`src/rtl/gbsha_ttfir_sequencer.sv`:
```
// gbsha_ttfir_sequencer
// Host-side controller for the 4-tap FIR tile gbsha_ttfir_top. It drives the
// tile's 8-bit pin bus, generates the tile clock as a registered pin, runs
// the post-reset load protocol and streams samples through a valid/ready port.
// Each tile result is rebuilt from its MSB byte and, in full-precision mode,
// its LSB byte.
//
// Ports
//   clk, reset           system clock, asynchronous active-high reset
//   cfg_start            start configuration (IDLE only)
//   cfg_stop             return to IDLE (RUN_WAIT only)
//   cfg_lsb_mode         latched at start: 1 = full-precision (MSB+LSB) mode
//   coef_we/waddr/wdata  coefficient write port (IDLE only); tap 0 = newest
//   s_valid/s_data       sample input; s_ready is the accept
//   y_valid/y_data       one-cycle result strobe and signed result (held)
//   loaded               tile configured and streaming
//   busy                 controller not idle
//   fir_io_in            {x, fir_reset, fir_clk} to the tile
//   fir_io_out           tile output byte
module gbsha_ttfir_sequencer #(
    parameter int unsigned N_TAPS = 4,
    parameter int unsigned BW_IN  = 6,
    parameter int unsigned BW_SUM = 13,
    parameter int unsigned BW_OUT = 8
) (
    input  logic                  clk,
    input  logic                  reset,
    input  logic                  cfg_start,
    input  logic                  cfg_stop,
    input  logic                  cfg_lsb_mode,
    input  logic                  coef_we,
    input  logic [1:0]            coef_waddr,
    input  logic [BW_IN-1:0]      coef_wdata,
    input  logic                  s_valid,
    input  logic [BW_IN-1:0]      s_data,
    output logic                  s_ready,
    output logic                  y_valid,
    output logic [BW_SUM-1:0]     y_data,
    output logic                  loaded,
    output logic                  busy,
    output logic [BW_IN+1:0]      fir_io_in,
    input  logic [BW_OUT-1:0]     fir_io_out
);

    localparam int unsigned TAP_W = 2;
    localparam int unsigned LSB_W = BW_SUM - BW_OUT;

    typedef enum logic [3:0] {
        ST_IDLE,
        ST_RST_LO,
        ST_RST_HI,
        ST_MODE_LO,
        ST_MODE_HI,
        ST_LOAD_LO,
        ST_LOAD_HI,
        ST_RUN_WAIT,
        ST_RLO,
        ST_RHI,
        ST_SLO,
        ST_SHI
    } state_t;

    state_t              state_q, state_d;
    logic [TAP_W-1:0]    tap_q, tap_d;
    logic [BW_IN-1:0]    x_q, x_d;
    logic                fir_rst_q, fir_rst_d;
    logic                fir_clk_q, fir_clk_d;
    logic                mode_q, mode_d;
    logic [BW_OUT-1:0]   msb_q, msb_d;
    logic                y_valid_q, y_valid_d;
    logic [BW_SUM-1:0]   y_data_q, y_data_d;
    logic                loaded_q, loaded_d;
    logic                busy_q, busy_d;
    logic [BW_IN-1:0]    coef_q [N_TAPS];
    logic [BW_IN-1:0]    coef_d [N_TAPS];
    logic                s_ready_c;

    // Sample accept must drop in the same cycle cfg_stop is raised.
    assign s_ready_c = (state_q == ST_RUN_WAIT) && !cfg_stop;

    // Next-state and registered-output logic; pin data changes only on entry
    // to a LO state so the tile sees it stable for a full cycle before its edge.
    always_comb begin
        state_d   = state_q;
        tap_d     = tap_q;
        x_d       = x_q;
        fir_rst_d = fir_rst_q;
        mode_d    = mode_q;
        msb_d     = msb_q;
        y_valid_d = 1'b0;
        y_data_d  = y_data_q;
        coef_d    = coef_q;

        if (state_q == ST_IDLE && coef_we) begin
            coef_d[coef_waddr] = coef_wdata;
        end

        unique case (state_q)
            ST_IDLE: begin
                if (cfg_start) begin
                    mode_d    = cfg_lsb_mode;
                    state_d   = ST_RST_LO;
                    fir_rst_d = 1'b1;
                    x_d       = '0;
                end
            end
            ST_RST_LO:  state_d = ST_RST_HI;
            ST_RST_HI: begin
                state_d   = ST_MODE_LO;
                fir_rst_d = 1'b0;
                x_d       = BW_IN'(mode_q);
            end
            ST_MODE_LO: state_d = ST_MODE_HI;
            ST_MODE_HI: begin
                // Highest tap goes first; the tile shifts coefficients in.
                state_d = ST_LOAD_LO;
                tap_d   = TAP_W'(N_TAPS - 1);
                x_d     = coef_q[N_TAPS-1];
            end
            ST_LOAD_LO: state_d = ST_LOAD_HI;
            ST_LOAD_HI: begin
                if (tap_q == '0) begin
                    state_d = ST_RUN_WAIT;
                end else begin
                    state_d = ST_LOAD_LO;
                    tap_d   = tap_q - TAP_W'(1);
                    x_d     = coef_q[tap_q - TAP_W'(1)];
                end
            end
            ST_RUN_WAIT: begin
                // Stop takes priority; with no handshake the tile clock stays low.
                if (cfg_stop) begin
                    state_d   = ST_IDLE;
                    fir_rst_d = 1'b1;
                end else if (s_valid) begin
                    state_d = ST_RLO;
                    x_d     = s_data;
                end
            end
            ST_RLO:     state_d = ST_RHI;
            ST_RHI: begin
                msb_d = fir_io_out;
                if (mode_q) begin
                    state_d = ST_SLO;
                    x_d     = '0;
                end else begin
                    state_d   = ST_RUN_WAIT;
                    y_valid_d = 1'b1;
                    y_data_d  = {fir_io_out, LSB_W'(0)};
                end
            end
            ST_SLO:     state_d = ST_SHI;
            ST_SHI: begin
                state_d   = ST_RUN_WAIT;
                y_valid_d = 1'b1;
                y_data_d  = {msb_q, fir_io_out[LSB_W-1:0]};
            end
            default:    state_d = ST_IDLE;
        endcase

        fir_clk_d = state_d inside {ST_RST_HI, ST_MODE_HI, ST_LOAD_HI, ST_RHI, ST_SHI};
        loaded_d  = state_d inside {ST_RUN_WAIT, ST_RLO, ST_RHI, ST_SLO, ST_SHI};
        busy_d    = (state_d != ST_IDLE);
    end

    // State and output registers.
    always_ff @(posedge clk or posedge reset) begin
        if (reset) begin
            state_q   <= ST_IDLE;
            tap_q     <= '0;
            x_q       <= '0;
            fir_rst_q <= 1'b1;
            fir_clk_q <= 1'b0;
            mode_q    <= 1'b0;
            msb_q     <= '0;
            y_valid_q <= 1'b0;
            y_data_q  <= '0;
            loaded_q  <= 1'b0;
            busy_q    <= 1'b0;
            coef_q    <= '{default: '0};
        end else begin
            state_q   <= state_d;
            tap_q     <= tap_d;
            x_q       <= x_d;
            fir_rst_q <= fir_rst_d;
            fir_clk_q <= fir_clk_d;
            mode_q    <= mode_d;
            msb_q     <= msb_d;
            y_valid_q <= y_valid_d;
            y_data_q  <= y_data_d;
            loaded_q  <= loaded_d;
            busy_q    <= busy_d;
            coef_q    <= coef_d;
        end
    end

    assign s_ready   = s_ready_c;
    assign y_valid   = y_valid_q;
    assign y_data    = y_data_q;
    assign loaded    = loaded_q;
    assign busy      = busy_q;
    assign fir_io_in = {x_q, fir_rst_q, fir_clk_q};

endmodule
```
`config.mk`:
```
export PLATFORM = sky130hd
export DESIGN_NAME = gbsha_ttfir_sequencer
export DESIGN_NICKNAME = d
export VERILOG_FILES = /design/src/rtl/gbsha_ttfir_sequencer.sv
export SDC_FILE = /design/constraint.sdc
export NUM_CORES = 1
export LEC_CHECK = 0
export CAP_MARGIN = 20
export CORE_ASPECT_RATIO = 1.25
export CORE_MARGIN = 2
export CORE_UTILIZATION = 48
export DETAILED_ROUTE_END_ITERATION = 16
export HOLD_SLACK_MARGIN = 0.06
export PLACE_DENSITY = 0.73
export SLEW_MARGIN = 5
export SYNTH_ARGS = -nofsm -noshare
export SYNTH_HDL_FRONTEND = slang
export SYNTH_SLANG_ARGS = --single-unit
```
`constraint.sdc`:
```
create_clock -name clk -period 1.9 [get_ports clk]
set_input_delay 0.19 -clock clk [delete_from_list [all_inputs] [get_ports clk]]
set_output_delay 0.19 -clock clk [all_outputs]
set_load 0.05 [all_outputs]
```
# Yosys cells after proc, flatten, opt, wreduce, memory -nomap -nowiden
# Index checks and enable logic that the tools add are counted.
# totals
reg_bits,63
inputBits,29
# op_classes
n_lt_le_gt_ge,3
n_addsub,1
bitwise,2
n_reduce_logical,18
n_eq_ne,26
mux,27
# op_table
operator,n
$mux 6,8
$pmux 4 s12,1
$pmux 6 s6,1
$eq 4x4->1 const B,8
$eq 4x3->1 const B,7
$pmux 13 s2,1
$bwmux 24,1
$mux 4,4
$ne 2x2->1 const B,7
$mux 13,1
$bmux 6 s2,1
$demux 6 s2,1
$eq 4x2->1 const B,3
$reduce_bool 5->1,2
$ge 3x3->1 const B,2
$not 2->3,2
$reduce_and 2->1,3
$reduce_and 6->1,1
$reduce_bool 6->1,1
$eq 4x1->1 const B,1
$logic_not 4->1,1
$mux 2,2
$pmux 2 s2,1
$reduce_bool 2->1,2
other kinds (11),15

# Longest topological paths before layout
# depth
ltp_word,7
mapped_depth,9
ltp_nobuf,7

# Least setup slack after synthesis
# No wires, ideal clock.
# synth_timing
path_kind,flip-flop to output port
from,register state_q[3]
to,output s_ready
required_ps,1710
path_buffers,0
path_slack_ps,-18
arrival_ps,1728
path_stages_with_launch,3
cell_sequence,dfrtp_1 > nand2b_4 > nor3_1
# synth_via
elab_chain_len,2
# synth_rtl
item,line,rtl
from (decl),63,"state_t state_q, state_d;"
from (signal assigned),182,state_q <= state_d;
$eq 4x3->1,79,assign s_ready_c = (state_q == ST_RUN_WAIT) && !cfg_stop;
$logic_and 1x1->1,79,
to (decl),36,"output logic s_ready,"
# Every way passes these cells.

# Worst setup path in the final report
# layout_timing
from,register state_q[0]
to,output s_ready
# Same word-level chain as after synthesis.

==> metrics.md <==
| Metric | Value |
|---|---|
| VDD IR-drop max | `0.000810 V` |
| Clock skew after layout | `0.00608 ns` |
| Crit. End Element | `output pin` |
| Tcrit/Tclk final | `between 90% and 100%` |
| DR WL/cell | `around 16 um` |
| DIE HEIGHT | `94.3 um` |
| Fraction of registers with async set/reset | `100%` |
| Most common cell after layout, fill and taps aside | `dfrtp_1` |
| Nets | `353` |
| Synth warn | `0` |
| Slew headroom | `approximately 65%` |
| Status | `finished, final reports clean` |
| Max Clk Rate | `0.564 GHz` |
| Final WL | `6400 um` |
| Design Area, Final | `0.00399 mm^2` |
| Worst setup margin | `0.126 ns` |
| Die area | `about 0.0072 mm^2` |
| FF-to-FF setup slack | `0.19 ns` |
| Antenna cells | `0` |
| Fraction of layout instances using a drive strength above 1 | `29.8%` |
| Req. time, crit path | `1.71 ns` |
| Critical path peak fanout | `12` |
| Sw power | `about 2.5 mW` |
| Post-CTS Hold Fix Bufs | `0` |
| TritonCTS clock tree | `built` |
| Layout overhead on the synthesized area | `27.3%` |
| Final Max Slew Viols | `0` |
| DRC errors left | `0` |
| Placed wire-length estimate | `around 4700 um` |
| Combinational power share | `48.0%` |
| Clock buffer depth | `2` |
| Netlist cell types | `49` |
| DR vias/cell | `roughly 5.4` |
| Final setup fails | `0` |
| H-Tree Depth | `3` |
| Root Driver | `clkbuf_8` |
| Initial core utilization | `50.1%` |
| Post-CTS Setup Bufs | `0` |
| Max Cap Viol | `0` |
| Largest delay contributor family on the critical path | `flip-flops` |
| Mapped Cells | `257` |
| Hold crit path type | `input port to asynchronous set/reset pin` |
| Global-route wire length before repair | `10800 um` |
| Cts bufs inserted | `9` |
| Slowest-stage cell, CP | `dfrtp_1` |
| Routed Antenna Nets | `0` |
| Total GRT Usage | `19.1%` |
| Final hold violation count | `0` |
| Post-Place Setup Slack | `0.127 ns` |
| Sequential share of power | `34.7%` |
| Crit path largest cell delay | `0.55 ns` |
| Multi-input gate area | `approximately 0.0014 mm^2` |
| Most common flop cell mapped by yosys | `dfrtp_1` |
| Syn Area/Cell | `around 12 um^2` |
| Die width | `76.2 um` |
| R2r endpoint | `coef_q[22]$_DFFE_PP0P_` |
| Sequential area share after synthesis | `50.4%` |
| Post-synth EDFFs | `0` |
| Crit path buf inv count | `2` |
| Tot Pwr | `6.43 mW` |
| Switching part of the total | `39.1%` |
| Clock transition at path regs | `0.06 ns` |
| Total negative slack | `0 ns` |
| Register area | `0.00158 mm^2` |
| DRT Pass-1 Iters | `4` |
| FF+latch count, synth | `63` |
| Number of global-route vias before repair | `2240` |
| Most frequent cells in the layout | `62 x dfrtp_1, 51 x clkdlybuf4s50_1, 34 x nand2_1` |
| CP arrival | `1.58 ns` |
| Row count | `32` |
| Setup Crit Path Kind | `flop to output pin` |
| Fillers | `546` |
| Via count | `~2200` |
| Initial antenna violation count | `0` |
| Pleak | `1.76 nW` |
| I/O Buffers | `53` |
| Path depth of the worst reg2reg path | `4` |
| Reg-to-reg startpoint | `state_q[1]$_DFF_PP0_` |
| Largest net degree at the start of global routing | `64` |
| Power Internal | `3.92 mW` |
| Placement Cell Area | `0.00380 mm^2` |
| Power Density | `1610 mW/mm^2` |
| Clk sink count | `63` |
| Worst-Margin Slew | `0.522 ns` |
| Grt ovf | `0` |
| RSZ-0062 raised after global routing | `no` |
| Clock group share of total power | `17.3%` |
| Post-CTS resize count | `0` |
| Post-synthesis cell area | `0.00313 mm^2` |
| Startpoint types | `flop` |
| Clock latency on the worst-skew pair | `0.33 ns` |
| Critical-path cell list | `buf_4, nand2_2, nor3_2, buf_12` |
| Number of DRC markers in iteration 0 | `98` |
| Routability cong. | `0.851` |
| Net Count, Synth | `between 200 and 300` |
| Crit path time final | `around 1.8 ns` |
| Core Box Area | `0.00625 mm^2` |
| IO Pins | `54` |
-- cell usage after synthesis, types with 3 or more instances --
cell | instances | area, um^2
nor2_2 | 4 | 25.0
mux4_2 | 6 | 135
nor2_1 | 18 | 67.6
buf_4 | 6 | 45.0
mux2_2 | 31 | 349
nand3_2 | 3 | 30.0
a21oi_1 | 6 | 30.0
a22oi_1 | 6 | 45.0
a31oi_1 | 9 | 56.3
dfrtp_1 | 62 | 1550
buf_6 | 5 | 56.3
a22o_1 | 11 | 96.3
inv_1 | 5 | 18.8
nor2_4 | 3 | 33.8
nand2_1 | 34 | 128
nand2b_1 | 3 | 18.8
-- logic make-up (layout without fill, tap and decap cells) --
| family | count (synthesis) | count (layout) | synth area share, % |
|---|---|---|---|
| AOI/OAI and AO/OA | 51 | 51 | 13.5 |
| adders and majority gates | 1 | 1 | 0.399 |
| buffers and inverters | 20 | 89 | 4.35 |
| DFF | 63 | 63 | 50.4 |
| muxes | 41 | 41 | 16.8 |
| and+or+nand+nor | 81 | 81 | 14.5 |
-- per-stage QoR --
stage	hold slack, ns	utilization (%)	cells
floorplan	0.322	-	257
global placement	0.478	60.8	397
detailed placement	0.480	60.8	397
CTS	0.246	63.7	411
global route	0.259	63.8	411
finish	0.231	63.8	411
-- tightest hold or removal path, delay by kind of cell --
family	cells	cell delay (ns)
buf+inv	3	0.77
-- sequential cells by signal, indices dropped and copies added (netlist names) --
signal     count
coef_q        24
y_data        13
msb_q          8
x_q            6
state_q        4
tap_q          2
busy           1
fir_clk_q      1
fir_rst_q      1
loaded         1
mode_q         1
y_valid        1
-- worst max path at each step --
stage	cells past startpoint	slack, ns	start	to
finish	4	0.13	state_q[0]$_DFF_PP0_	s_ready
global route	4	0.03	state_q[0]$_DFF_PP0_	s_ready
CTS	4	0.14	state_q[0]$_DFF_PP0_	s_ready
detailed placement	6	0.13	cfg_stop	x_q[3]$_DFFE_PP0P_
global placement	7	0.15	cfg_stop	fir_clk_q$_DFF_PP0_
floorplan	8	0.07	tap_q[0]$_DFFE_PP0P_	x_q[5]$_DFFE_PP0P_
-- power by group through the flow --
stage	Clock (mW)	Sequential (mW)	Combinational, mW
2_1_floorplan	0	2.51	2.05
3_3_place_gp	0	2.23	3.02
3_5_place_dp	0	2.26	3.09
4_1_cts	1.13	2.24	3.10
5_1_grt	1.19	2.30	3.32
6_report	1.11	2.23	3.09
-- layout make-up --
type,count,area share (%)
Clock buffer,10,3.45
Clock inverter,4,1.19
Inverter,7,0.659
Multi-Input combinational cell,174,35.8
Sequential cell,63,39.6
Tap cell,85,2.67
Timing Repair Buffer,68,16.6
-- metal layers --
metal	routed length (um)	share of wire (%)	global-route usage [%]
met1	2710	42	23.2
met2	3310	52	33.2
met3	253	4.0	4.71
met4	122	1.9	7.58
met5	0	0	0
(Power assumes the default switching activity.)
